<file path="src/rtl/dti_skid_buff.sv">
// Two-entry skid buffer for a DTI valid/ready link: registers both the forward
// (valid/data) path and the backward (ready) path while sustaining one transfer per cycle.
module dti_skid_buff #(
  parameter int unsigned W = 8
) (
  input  logic         clk,
  input  logic         rst,
  input  logic [W-1:0] din_data,
  input  logic         din_valid,
  output logic         din_ready,
  output logic [W-1:0] dout_data,
  output logic         dout_valid,
  input  logic         dout_ready
);

  typedef enum logic [1:0] {
    ST_EMPTY = 2'd0,
    ST_BUSY  = 2'd1,
    ST_FULL  = 2'd2
  } state_e;

  state_e         state_q, state_d;
  logic [W-1:0]   main_q, main_d;
  logic [W-1:0]   skid_q, skid_d;
  logic           in_rdy_q, in_rdy_d;
  logic           out_vld_q, out_vld_d;
  logic           xfer_in;
  logic           xfer_out;

  // Handshake flags and next-state decode; ready/valid flags are precomputed
  // from the next state so both ports come straight from flops.
  always_comb begin
    state_d   = state_q;
    main_d    = main_q;
    skid_d    = skid_q;
    xfer_in   = din_valid && in_rdy_q;
    xfer_out  = out_vld_q && dout_ready;

    case (state_q)
      ST_EMPTY: begin
        if (xfer_in) begin
          main_d  = din_data;
          state_d = ST_BUSY;
        end
      end
      ST_BUSY: begin
        if (xfer_in && xfer_out) begin
          main_d = din_data;
        end else if (xfer_in) begin
          skid_d  = din_data;
          state_d = ST_FULL;
        end else if (xfer_out) begin
          state_d = ST_EMPTY;
        end
      end
      ST_FULL: begin
        if (xfer_out) begin
          main_d  = skid_q;
          state_d = ST_BUSY;
        end
      end
      default: state_d = ST_EMPTY;
    endcase

    in_rdy_d  = (state_d != ST_FULL);
    out_vld_d = (state_d != ST_EMPTY);
  end

  // Control state; reset drops anything buffered and ignores a coincident handshake.
  always_ff @(posedge clk) begin
    if (rst) begin
      state_q   <= ST_EMPTY;
      in_rdy_q  <= 1'b1;
      out_vld_q <= 1'b0;
    end else begin
      state_q   <= state_d;
      in_rdy_q  <= in_rdy_d;
      out_vld_q <= out_vld_d;
    end
  end

  // Payload registers carry no reset; dout_data is don't-care while dout_valid is low.
  always_ff @(posedge clk) begin
    main_q <= main_d;
    skid_q <= skid_d;
  end

  assign din_ready  = in_rdy_q;
  assign dout_valid = out_vld_q;
  assign dout_data  = main_q;

endmodule

</file>
<file path="config.mk">
export PLATFORM = sky130hd
export DESIGN_NAME = dti_skid_buff
export DESIGN_NICKNAME = d
export VERILOG_FILES = /design/src/rtl/dti_skid_buff.sv
export SDC_FILE = /design/constraint.sdc
export NUM_CORES = 1
export LEC_CHECK = 0
export ABC_AREA = 0
export CAP_MARGIN = 20
export CORE_AREA = 2 2 48 50
export DETAILED_ROUTE_END_ITERATION = 8
export DIE_AREA = 0 0 50 52
export GPL_ROUTABILITY_DRIVEN = 0
export PLACE_DENSITY = 0.67
export SLEW_MARGIN = 30
export SYNTH_ARGS = -nofsm -noshare
export SYNTH_HDL_FRONTEND = slang
export SYNTH_SLANG_ARGS = --single-unit
</file>
<file path="constraint.sdc">
create_clock -name clk -period 1.7 [get_ports clk]
set_input_delay 0.34 -clock clk [delete_from_list [all_inputs] [get_ports clk]]
set_output_delay 0.34 -clock clk [all_outputs]
set_load 0.02 [all_outputs]
</file>
# After elaboration in Yosys (flattened, before gate mapping)
# Index checks and enable logic that the tools add are counted.
# word_totals
reg_bits,20
input_bits,12
output_inout_bits,10
# op_classes
n_eq_ne,6
mux,10
bitwise_logic,1
n_reduce_logical,8
# op_table
operator,count
8-bit 2-to-1 mux,3
8-bit one-hot mux with 3 select lines,1
2-bit 2-to-1 mux,5
2-bit != test (second input constant),4
2-bit one-hot mux with 3 select lines,1
4-bit AND reduction,1
1-bit logical AND,3
3-bit AND reduction,1
3-bit nonzero test,1
2-bit by 1-bit == test with 1-bit output (second input constant),1
2-bit == test (second input constant),1
2-bit zero test,1
2-bit nonzero test,1
1-bit NOT,1

# Depth between registers and ports, before layout
# Gate-level depths: netlist of run 1.
# depth
word_depth,6
mapped_depth,5

# Worst setup path after synthesis of run 1
# No wires, ideal clock.
# synth_path
kind,register -> register
from,"reg in_rdy_q, in the netlist din_ready"
to,reg skid_q[0] (enable)
setup_time_ns,0.383
arrival_time_ns,1.248
required_time_ns,1.317
slack_ns,0.069
stages_incl_launch_ff,3
cell_sequence,dfxtp_1 -> nand2_1 -> nor3_1
# synth_via
elab_chain_cells,4
# synth_lines
element,line_no,source
start: declaration,25,"logic in_rdy_q, in_rdy_d;"
start signal: assignment,77,in_rdy_q <= in_rdy_d;
1-bit logical AND (*),36,xfer_in = din_valid && in_rdy_q;
1-bit logical AND,47,if (xfer_in && xfer_out) begin
1-bit NOT (no source line),-,
3-bit AND reduction (no source line) (*),-,
end signal: assignment,85,skid_q <= skid_d;
end: declaration,24,"logic [W-1:0] skid_q, skid_d;"
# Every way passes the cells marked *; elsewhere a longest branch is shown, timed or not.
# A chain may end at the register's enable or synchronous reset.

# Worst setup path in the final report of run 1
# layout_path
from,"reg out_vld_q, in the netlist dout_valid"
to,out dout_valid
# layout_rtl
element,line_no,source
start: declaration,26,"logic out_vld_q, out_vld_d;"
start signal: assignment,78,out_vld_q <= out_vld_d;
end: declaration,12,"output logic dout_valid,"
# No word-level cell between the ends.

==> run summary, run 1 <==
WHS: 0.533 ns
reg2reg end: dout_data[6]
via/cell ratio: 4.61
number of global-route vias before repair: 520
actual transition at the worst max-transition pin: 0.324 ns
TritonCTS clock tree: yes
Finished Layout Cells: 120
reg2reg start: state_q[0]
CTS root buf: clkbuf_4
Finished Core Util: 0.527
worst hold path class: reg -> reg
# Max-Cap Violations: 0
slew margin rel.: 0.784
all-layer global routing usage: 0.116
Tmin final: 1.62 ns
register area share after synthesis: 0.695
Port Buf Inserts: 21
mux cell area share after synthesis: 0
placed cell count: 116
cell family with most CP delay: buffers and inverters
commonest non-fill, non-tap cell in the layout: nand2_1
kind of critical path: reg -> out
CTS Buffer Depth: 2
Simple-Gate Fraction of Synth Area: 0.219
RSZ-0062 raised after global routing: no
#FFs+latches synth: 20
LEAKAGE: 0.432 nW
clock skew: 0.00129 ns
Reg2Reg Depth: 3
R2R setup slack: 0.19 ns
Sum Neg Setup Slack: 0 ns
Post-Syn Instances: 66
Clock Latency Late Sink: 0.29 ns
grt ovf: 0
initial antenna violation count: 0
net count after synthesis: 78
die width: 50 µm
commonest non-fill, non-tap cells in the layout: 27 x nand2_1, 20 x clkdlybuf4s50_1, 16 x edfxtp_1
Adder-Cell Fraction of Synth Area: 0
first-pass GRT wire length: 2.24 mm
Post-Syn Area: 807 µm²
start point of the worst hold path: skid_q[6]
vias: 553
CP Capture Type: output port
Final Cycle Share: 0.956
FILL cells: 185
clock buffer count from CTS: 3
CP Cell Sequence: clkdlybuf4s50_1
Area Growth Syn to Fin: 37.5%
fmax: 616 MHz
Compound-Gate Fraction of Synth Area: 0.0388
cell count of the worst hold path: 2
Final #Nets: 105
VDD IR max: 0.000546 V
crit path from: dout_valid
DRC errors left: 0
largest net degree at the start of global routing: 13
slowest CP cell: clkdlybuf4s50_1
mean cell area of the mapped netlist: 12.2 µm²
Worst EP arrival: 1.28 ns
ANT cells: 0
CTS Sinks: 20
DPL Wire Length: 1.02 mm
total wire length: 1.35 mm
H-tree depth: 1
Rows: 17
Hold Vio Cnt, Final: 0
CP max stage delay: 0.62 ns
Max Slew Vio Count: 0
Die H: 52 µm
Hold-fix buffers, CTS: 0
routed len/inst: 11.2 µm
endpoints failing setup: 0
Crit Path Max Fanout: 3
Overall Power: 0.00118 W
library cells used by synthesis: 19
Hold Path End: dout_data[6]
outcome: complete, no violations
die area: 0.00260 mm²
initial DRC count: 13
Clk pin slew, worst setup/hold paths: 0.11 ns
# IOs: 22
Worst EP required: 1.36 ns
xor/xnor share of the synthesized area: 0
Yosys Warn Count: 0
critical path depth: 1
Initial Utilization: 0.383
worst path bufs/invs: 1
Routed Antenna Nets: 0
drt pass-1 iters: 4
largest family of logic cells by synthesized area: simple AND/OR/NAND/NOR gates
PwrDens: 1070 mW/mm²
CP startpoint kind: register
Core Box Area: 0.00211 mm²
proportion of layout cells with a drive suffix above 1: 0.141
cells in the mapped netlist:
cell,number,area share
buf_4,1,0.0093
nor3_1,3,0.019
a221o_1,1,0.012
inv_2,1,0.0046
and2b_2,1,0.011
nand4b_1,1,0.011
nor4bb_1,1,0.012
buf_6,2,0.028
o21ai_0,1,0.0062
nand4_1,1,0.0078
or3_1,1,0.0078
dfxtp_1,4,0.099
buf_2,1,0.0062
nor2_2,1,0.0078
a211oi_1,1,0.0093
a221oi_1,1,0.011
edfxtp_1,16,0.60
nand2b_4,1,0.017
nand2_1,27,0.13
worst max path at each step:
stage / slack [ns] / endpoint
floorplan: 0.07 / skid_q[0]
global placement: -0.05 / dout_data[0]
detailed placement: -0.09 / dout_data[0]
CTS: 0.01 / din_ready
global route: 0.03 / dout_valid
finish: 0.08 / dout_valid
cell families (layout without fill, tap and decap cells):
group                  count (synthesis)  count (layout)
DFF                                   20              20
and+or+nand+nor                       37              37
AOI/OAI and AO/OA                      4               4
buffers and inverters                  5              31
through the flow:
stage | instance area (µm²) | setup slack, ns
final | 1110 | 0.0755
after detailed placement | 1050 | -0.0930
after CTS | 1110 | 0.0102
after global routing | 1110 | 0.0279
after global placement | 1050 | -0.0468
after floorplan | 807 | 0.0688
where the power goes:
| group | leakage [nW] | internal, W | switching [W] |
|---|---|---|---|
| combinational | 0.221 | 0.000103 | 0.0000983 |
| clock | 0.0279 | 0.000238 | 0.000141 |
| sequential | 0.183 | 0.000582 | 0.0000222 |
| total | 0.432 | 0.000922 | 0.000261 |
final cells by class:
cell class / instances / area [µm²] / share of cell area
multi-input combinational: 41 / 208 / 0.187
clock inverter: 1 / 30.0 / 0.0271
inverter: 1 / 3.75 / 0.00338
timing repair buffer: 26 / 250 / 0.225
tap: 28 / 35.0 / 0.0316
sequential: 20 / 561 / 0.505
clock buffer: 3 / 22.5 / 0.0203
layer usage:
layer | share of wire | wire (µm) | global-route usage | vias up
li1 | - | - | - | 282
met1 | 0.43 | 578 | 0.129 | 250
met2 | 0.51 | 692 | 0.204 | 19
met3 | 0.047 | 63 | 0.0287 | 2
met4 | 0.010 | 14 | 0.0648 | 0
met5 | 0 | 0 | 0 | -
state kept, by name, indices dropped and copies added, names as in the netlist:
name,count
din_ready,1
dout_data,8
state_q,2
dout_valid,1
skid_q,8
what timing repair did:
action                                  4_1_cts  5_1_grt
setup buffers                                 0        0
resized for setup                             0        1
endpoints found under the setup margin        0        1
No activity file was read; power rests on OpenSTA's default activity.
==> run 2, diff against run 1 <==
MAX_ROUTING_LAYER = met4   (was not set)
==> results of run 2 <==
The final DEF is identical to that of run 1; final timing and power are the same.
Main changes from that run: via count of the first global-routing pass 520 -> 521; overall routing resource usage 0.116 -> 0.120
==> run 3, diff against run 2 <==
HOLD_SLACK_MARGIN = 0.05   (was not set)
==> results of run 3 <==
The final DEF is identical to that of run 1; final timing and power are the same.
Main changes from that run: via count of the first global-routing pass 520 -> 521; overall routing resource usage 0.116 -> 0.120
